<file path="config.mk">
export PLATFORM = sky130hd
export DESIGN_NAME = dispatcher
export DESIGN_NICKNAME = d
export VERILOG_FILES = /design/src/rtl/dispatcher.sv
export SDC_FILE = /design/constraint.sdc
export NUM_CORES = 1
export LEC_CHECK = 0
export CAP_MARGIN = 15
export CORE_MARGIN = 4
export CORE_UTILIZATION = 54
export CTS_CLUSTER_DIAMETER = 30
export DETAILED_ROUTE_END_ITERATION = 16
export PLACE_DENSITY = 0.9
export SETUP_SLACK_MARGIN = 0.2
export SYNTH_ARGS = -nofsm -noshare
export SYNTH_HDL_FRONTEND = slang
export SYNTH_SLANG_ARGS = --single-unit
</file>
<file path="constraint.sdc">
create_clock -name clk -period 3.2 [get_ports clk]
set_clock_uncertainty 0.15 [all_clocks]
set_input_delay 0.32 -clock clk [delete_from_list [all_inputs] [get_ports clk]]
set_output_delay 0.32 -clock clk [all_outputs]
set_load 0.01 [all_outputs]
</file>
<file path="src/rtl/dispatcher.sv">
// One-to-many valid/stall router: each upstream item is steered to a per-port 2-entry FIFO.
// Optional broadcast (bcast_us port) enabled by defining DISPATCH_BCAST_EN.
module dispatcher #(
    parameter int NUM_OUT = 4,
    parameter int WIDTH   = 10,
    parameter int DEST_W  = $clog2(NUM_OUT)
) (
    input  logic                            clk,
    input  logic                            rst,
    input  logic                            valid_us,
    input  logic [DEST_W-1:0]               dest_us,
    input  logic [WIDTH-1:0]                data_us,
`ifdef DISPATCH_BCAST_EN
    input  logic                            bcast_us,
`endif
    output logic                            stall_us,
    output logic [NUM_OUT-1:0]              valid_ds,
    output logic [NUM_OUT-1:0][WIDTH-1:0]   data_ds,
    input  logic [NUM_OUT-1:0]              stall_ds,
    output logic                            drop_err
);

    logic [NUM_OUT-1:0][1:0][WIDTH-1:0] mem_q, mem_d;
    logic [NUM_OUT-1:0][1:0]            cnt_q, cnt_d;
    logic [NUM_OUT-1:0]                 rd_ptr_q, rd_ptr_d;
    logic [NUM_OUT-1:0]                 wr_ptr_q, wr_ptr_d;
    logic                               drop_q, drop_d;

    logic                               bcast_sel;
    logic                               in_range;
    logic                               full_dest;
    logic                               full_any;
    logic                               accept;
    logic [NUM_OUT-1:0]                 push;
    logic [NUM_OUT-1:0]                 pop;

`ifdef DISPATCH_BCAST_EN
    assign bcast_sel = bcast_us;
`else
    assign bcast_sel = 1'b0;
`endif

    // Widened compare so the range check stays meaningful when NUM_OUT is a power of 2.
    assign in_range = ({1'b0, dest_us} < (DEST_W+1)'(NUM_OUT));

    always_comb begin
        full_dest = 1'b0;
        full_any  = 1'b0;
        for (int p = 0; p < NUM_OUT; p++) begin
            if (cnt_q[p] == 2'd2) begin
                full_any = 1'b1;
                if (dest_us == DEST_W'(p)) full_dest = 1'b1;
            end
        end
    end

    // Stall depends only on registered occupancy, never on stall_ds.
    always_comb begin
        if (bcast_sel) stall_us = valid_us & full_any;
        else           stall_us = valid_us & in_range & full_dest;
    end

    assign accept = valid_us & ~stall_us;
    assign drop_d = accept & ~bcast_sel & ~in_range;

    always_comb begin
        mem_d    = mem_q;
        cnt_d    = cnt_q;
        rd_ptr_d = rd_ptr_q;
        wr_ptr_d = wr_ptr_q;
        push     = '0;
        pop      = '0;
        for (int p = 0; p < NUM_OUT; p++) begin
            pop[p]  = (cnt_q[p] != 2'd0) & ~stall_ds[p];
            push[p] = accept & (bcast_sel | (in_range & (dest_us == DEST_W'(p))));
            if (push[p]) begin
                mem_d[p][wr_ptr_q[p]] = data_us;
                wr_ptr_d[p]           = ~wr_ptr_q[p];
            end
            if (pop[p]) rd_ptr_d[p] = ~rd_ptr_q[p];
            case ({push[p], pop[p]})
                2'b10:   cnt_d[p] = cnt_q[p] + 2'd1;
                2'b01:   cnt_d[p] = cnt_q[p] - 2'd1;
                default: cnt_d[p] = cnt_q[p];
            endcase
        end
    end

    always_comb begin
        valid_ds = '0;
        data_ds  = '0;
        for (int p = 0; p < NUM_OUT; p++) begin
            valid_ds[p] = (cnt_q[p] != 2'd0);
            if (valid_ds[p]) data_ds[p] = mem_q[p][rd_ptr_q[p]];
        end
    end

    assign drop_err = drop_q;

    always_ff @(posedge clk or posedge rst) begin
        if (rst) begin
            mem_q    <= '0;
            cnt_q    <= '0;
            rd_ptr_q <= '0;
            wr_ptr_q <= '0;
            drop_q   <= 1'b0;
        end else begin
            mem_q    <= mem_d;
            cnt_q    <= cnt_d;
            rd_ptr_q <= rd_ptr_d;
            wr_ptr_q <= wr_ptr_d;
            drop_q   <= drop_d;
        end
    end

endmodule

</file>
==> impl_metrics.csv <==
group,metric,value,unit
critical_path,worstPathArrival,2.18,ns
critical_path,path_class,"in -> out",
sta,tns,0,ns
synth,async_reset_ff_share,100,%
power,p_per_area,1080,nW/um^2
global_route,grtUsageMet3,5.24,%
global_route,grtUsageTotal,18.3,%
cells_and_area,antenna_cells,0,
sta,setup_viol,0,
sta,fmax,0.378,GHz
synth,synth_edf_count,0,
routing,drcViolationCount,0,
synth,synth_seq_cells,96,
routing,drt_iter0_markers,142,
routing,drt-wirelength-per-cell,17.0,um
flow_run,maxCapViolations,0,
floorplan,row_count,32,
sta,relSlewSlack,45.0,%
critical_path,worstPathMaxFanout,9,
sta,rsz0062_at_grt,"no",
cells_and_area,nets,422,
critical_path,worstPathRequired,2.73,ns
sta,layout_min_cycle_time,2.65,ns
floorplan,initial_utilization,56.6,%
floorplan,core-area,7890,sq um
clocking,cts_tree,"built",
global_route,grt.overflow.total,0,
synth,yosysUniqueCellTypes,28,
routing,num_vias,2749,
critical_path,start_kind,"input pin",
clocking,cts_resized,0,
global_route,busiest_layer,"met2",
synth,synth_top_flop_cell,"dfrtp_1",
clocking,hold_buffers,0,
synth,synth_area_per_cell,13.2,sq um
global_route,grt_pass1_vias,2864,
floorplan,fp.dieH,98.9,um
sta,slew_violations,0,
sta,post-route-period-util,82.8,%
global_route,grt_pass1_wl,14200,um
min_path,holdCritPathClass,"in -> async",
critical_path,reg2regPathDepth,5,
placed_design,place_congestion,0.768,
synth,synth_top_area_share,53.9,%
clocking,numCtsBuffers,9,
global_route,antenna_found_initial,0,
floorplan,die_w,98.9,um
routing,drt-total-wl,8580,um
synth,yosysWarnings,0,
cells_and_area,final_util,68.0,%
power,p_leak,2.41,nW
routing,antenna_left,0,
clocking,clk_pin_slew,0.08,ns
synth,synthTopCellsByArea,"dfrtp_1 (54%), mux2_2 (18%), mux2i_1 (9.0%), nor2_1 (4.5%), mux2_4 (3.4%)",
critical_path,end_kind,"output port",
routing,drtPass1Iterations,4,
synth,synth_nets,362,
clocking,clockRootBuffer,"clkbuf_8",
synth,yosysMostFrequentCell,"dfrtp_1",
floorplan,pin_count,65,
synth,yosysSeqAreaShare,53.9,%
clocking,cts_buffer_depth,2,
synth,yosys.area.top_type,"dfrtp_1",
global_route,grtUsageMet1,24.8,%
sta,hold_violations,0,
global_route,met2_usage,29.6,%
cells_and_area,synthToLayoutAreaGrowth,20.2,%
outcome,status,"complete, no violations",
sta,fin_hold_ws,0.269,ns
sta,worstMarginPinSlew,0.822,ns
clocking,clock_latency,0.34,ns
placed_design,portBuffers,63,
clocking,ctsHtreeMaxLevel,3,
synth,synth_area,4460,sq um
floorplan,fp.dieArea,9780,sq um
synth,syn-instance-count,339,
routing,vias_per_cell,5.44,
synth,synth_common_cells,"dfrtp_1 (96), mux2_2 (70), nor2_1 (53), mux2i_1 (40), xnor2_1 (12)",
power,peakVddDrop,0.578,mV
placed_design,hpwl,6240,um
clocking,cts_sinks,96,
cells_and_area,layout-drive-gt1-share,26.1,%
clocking,cts_setup_buffers,0,
global_route,grt_start_max_net_pins,97,
[layout by cell type (no fill, tap or decap), types with 3 or more instances in the layout]
cell             count
clkbuf_8            10
nand2b_1             4
nor2b_1              3
xor2_1               8
ha_1                 4
mux2i_1             40
mux2_2              70
dfrtp_1             96
inv_1                4
mux2_4              10
clkdlybuf4s50_1     63
nor2_1              53
xnor2_1             12
clkinv_2             4
[path summary, 6_finish.rpt]
check	startpoint	endpoint	slack, ns
max	dest_us[1]	stall_us	0.55
min	rst	rd_ptr_q[1]$_DFFE_PP0P_	0.27
max reg2reg	cnt_q[4]$_DFFE_PP0P_	cnt_q[5]$_DFFE_PP0P_	1.02
min reg2reg	wr_ptr_q[2]$_DFFE_PP0N_	wr_ptr_q[2]$_DFFE_PP0N_	0.35
max in group asynchronous	rst	mem_q[57]$_DFFE_PP0P_	2.27
min in group clk	wr_ptr_q[2]$_DFFE_PP0N_	wr_ptr_q[2]$_DFFE_PP0N_	0.35
[final cells by class]
| type | instances | area [sq um] |
|---|---|---|
| clock inverters | 4 | 45.0 |
| flip-flops and latches | 96 | 2400 |
| multi-input cells | 221 | 1960 |
| inverters | 5 | 20.0 |
| clock buffers | 11 | 141 |
| repair buffers | 66 | 666 |
| fillers | 593 | 2520 |
| well taps | 102 | 128 |
[registers in the layout, indices dropped and copies added (netlist names)]
| signal | cells |
|---|---|
| wr_ptr_q | 4 |
| mem_q | 80 |
| rd_ptr_q | 4 |
| cnt_q | 8 |
[per-layer routing]
metal | vias up | wire (um)
li1 | 1280 | -
met1 | 1405 | 3950
met2 | 59 | 4220
met3 | 5 | 349
met4 | 0 | 52
met5 | - | 0
[per-stage QoR]
stage	cells	power (W)	instance area (sq um)	setup WS (ns)
global placement	490	0.00493	5180	0.556
finish	505	0.00577	5360	0.551
detailed placement	490	0.00506	5180	0.541
global route	505	0.00617	5360	0.440
floorplan	339	0.00385	4460	0.225
CTS	505	0.00584	5360	0.538
[power breakdown]
group          switching (W)  internal, W
registers           0.000490      0.00182
clock network       0.000373     0.000375
logic                0.00107      0.00164
[cells by family (layout without fill, tap and decap cells)]
logic type	after synthesis	in the layout	synth area share, %
mux	121	121	30.5
flops	96	96	53.9
simple gates	75	75	8.02
buf+inv	22	86	2.47
xor+xnor	20	20	3.93
fa+ha+maj	4	4	1.12
other cells	1	1	0.0841
[critical path, cell delays in order]
cell and delay [ns]:
clkdlybuf4s50_1 0.66, mux4_2 0.54, nor2b_1 0.12, clkdlybuf4s50_1 0.54
(Power assumes the default switching activity.)
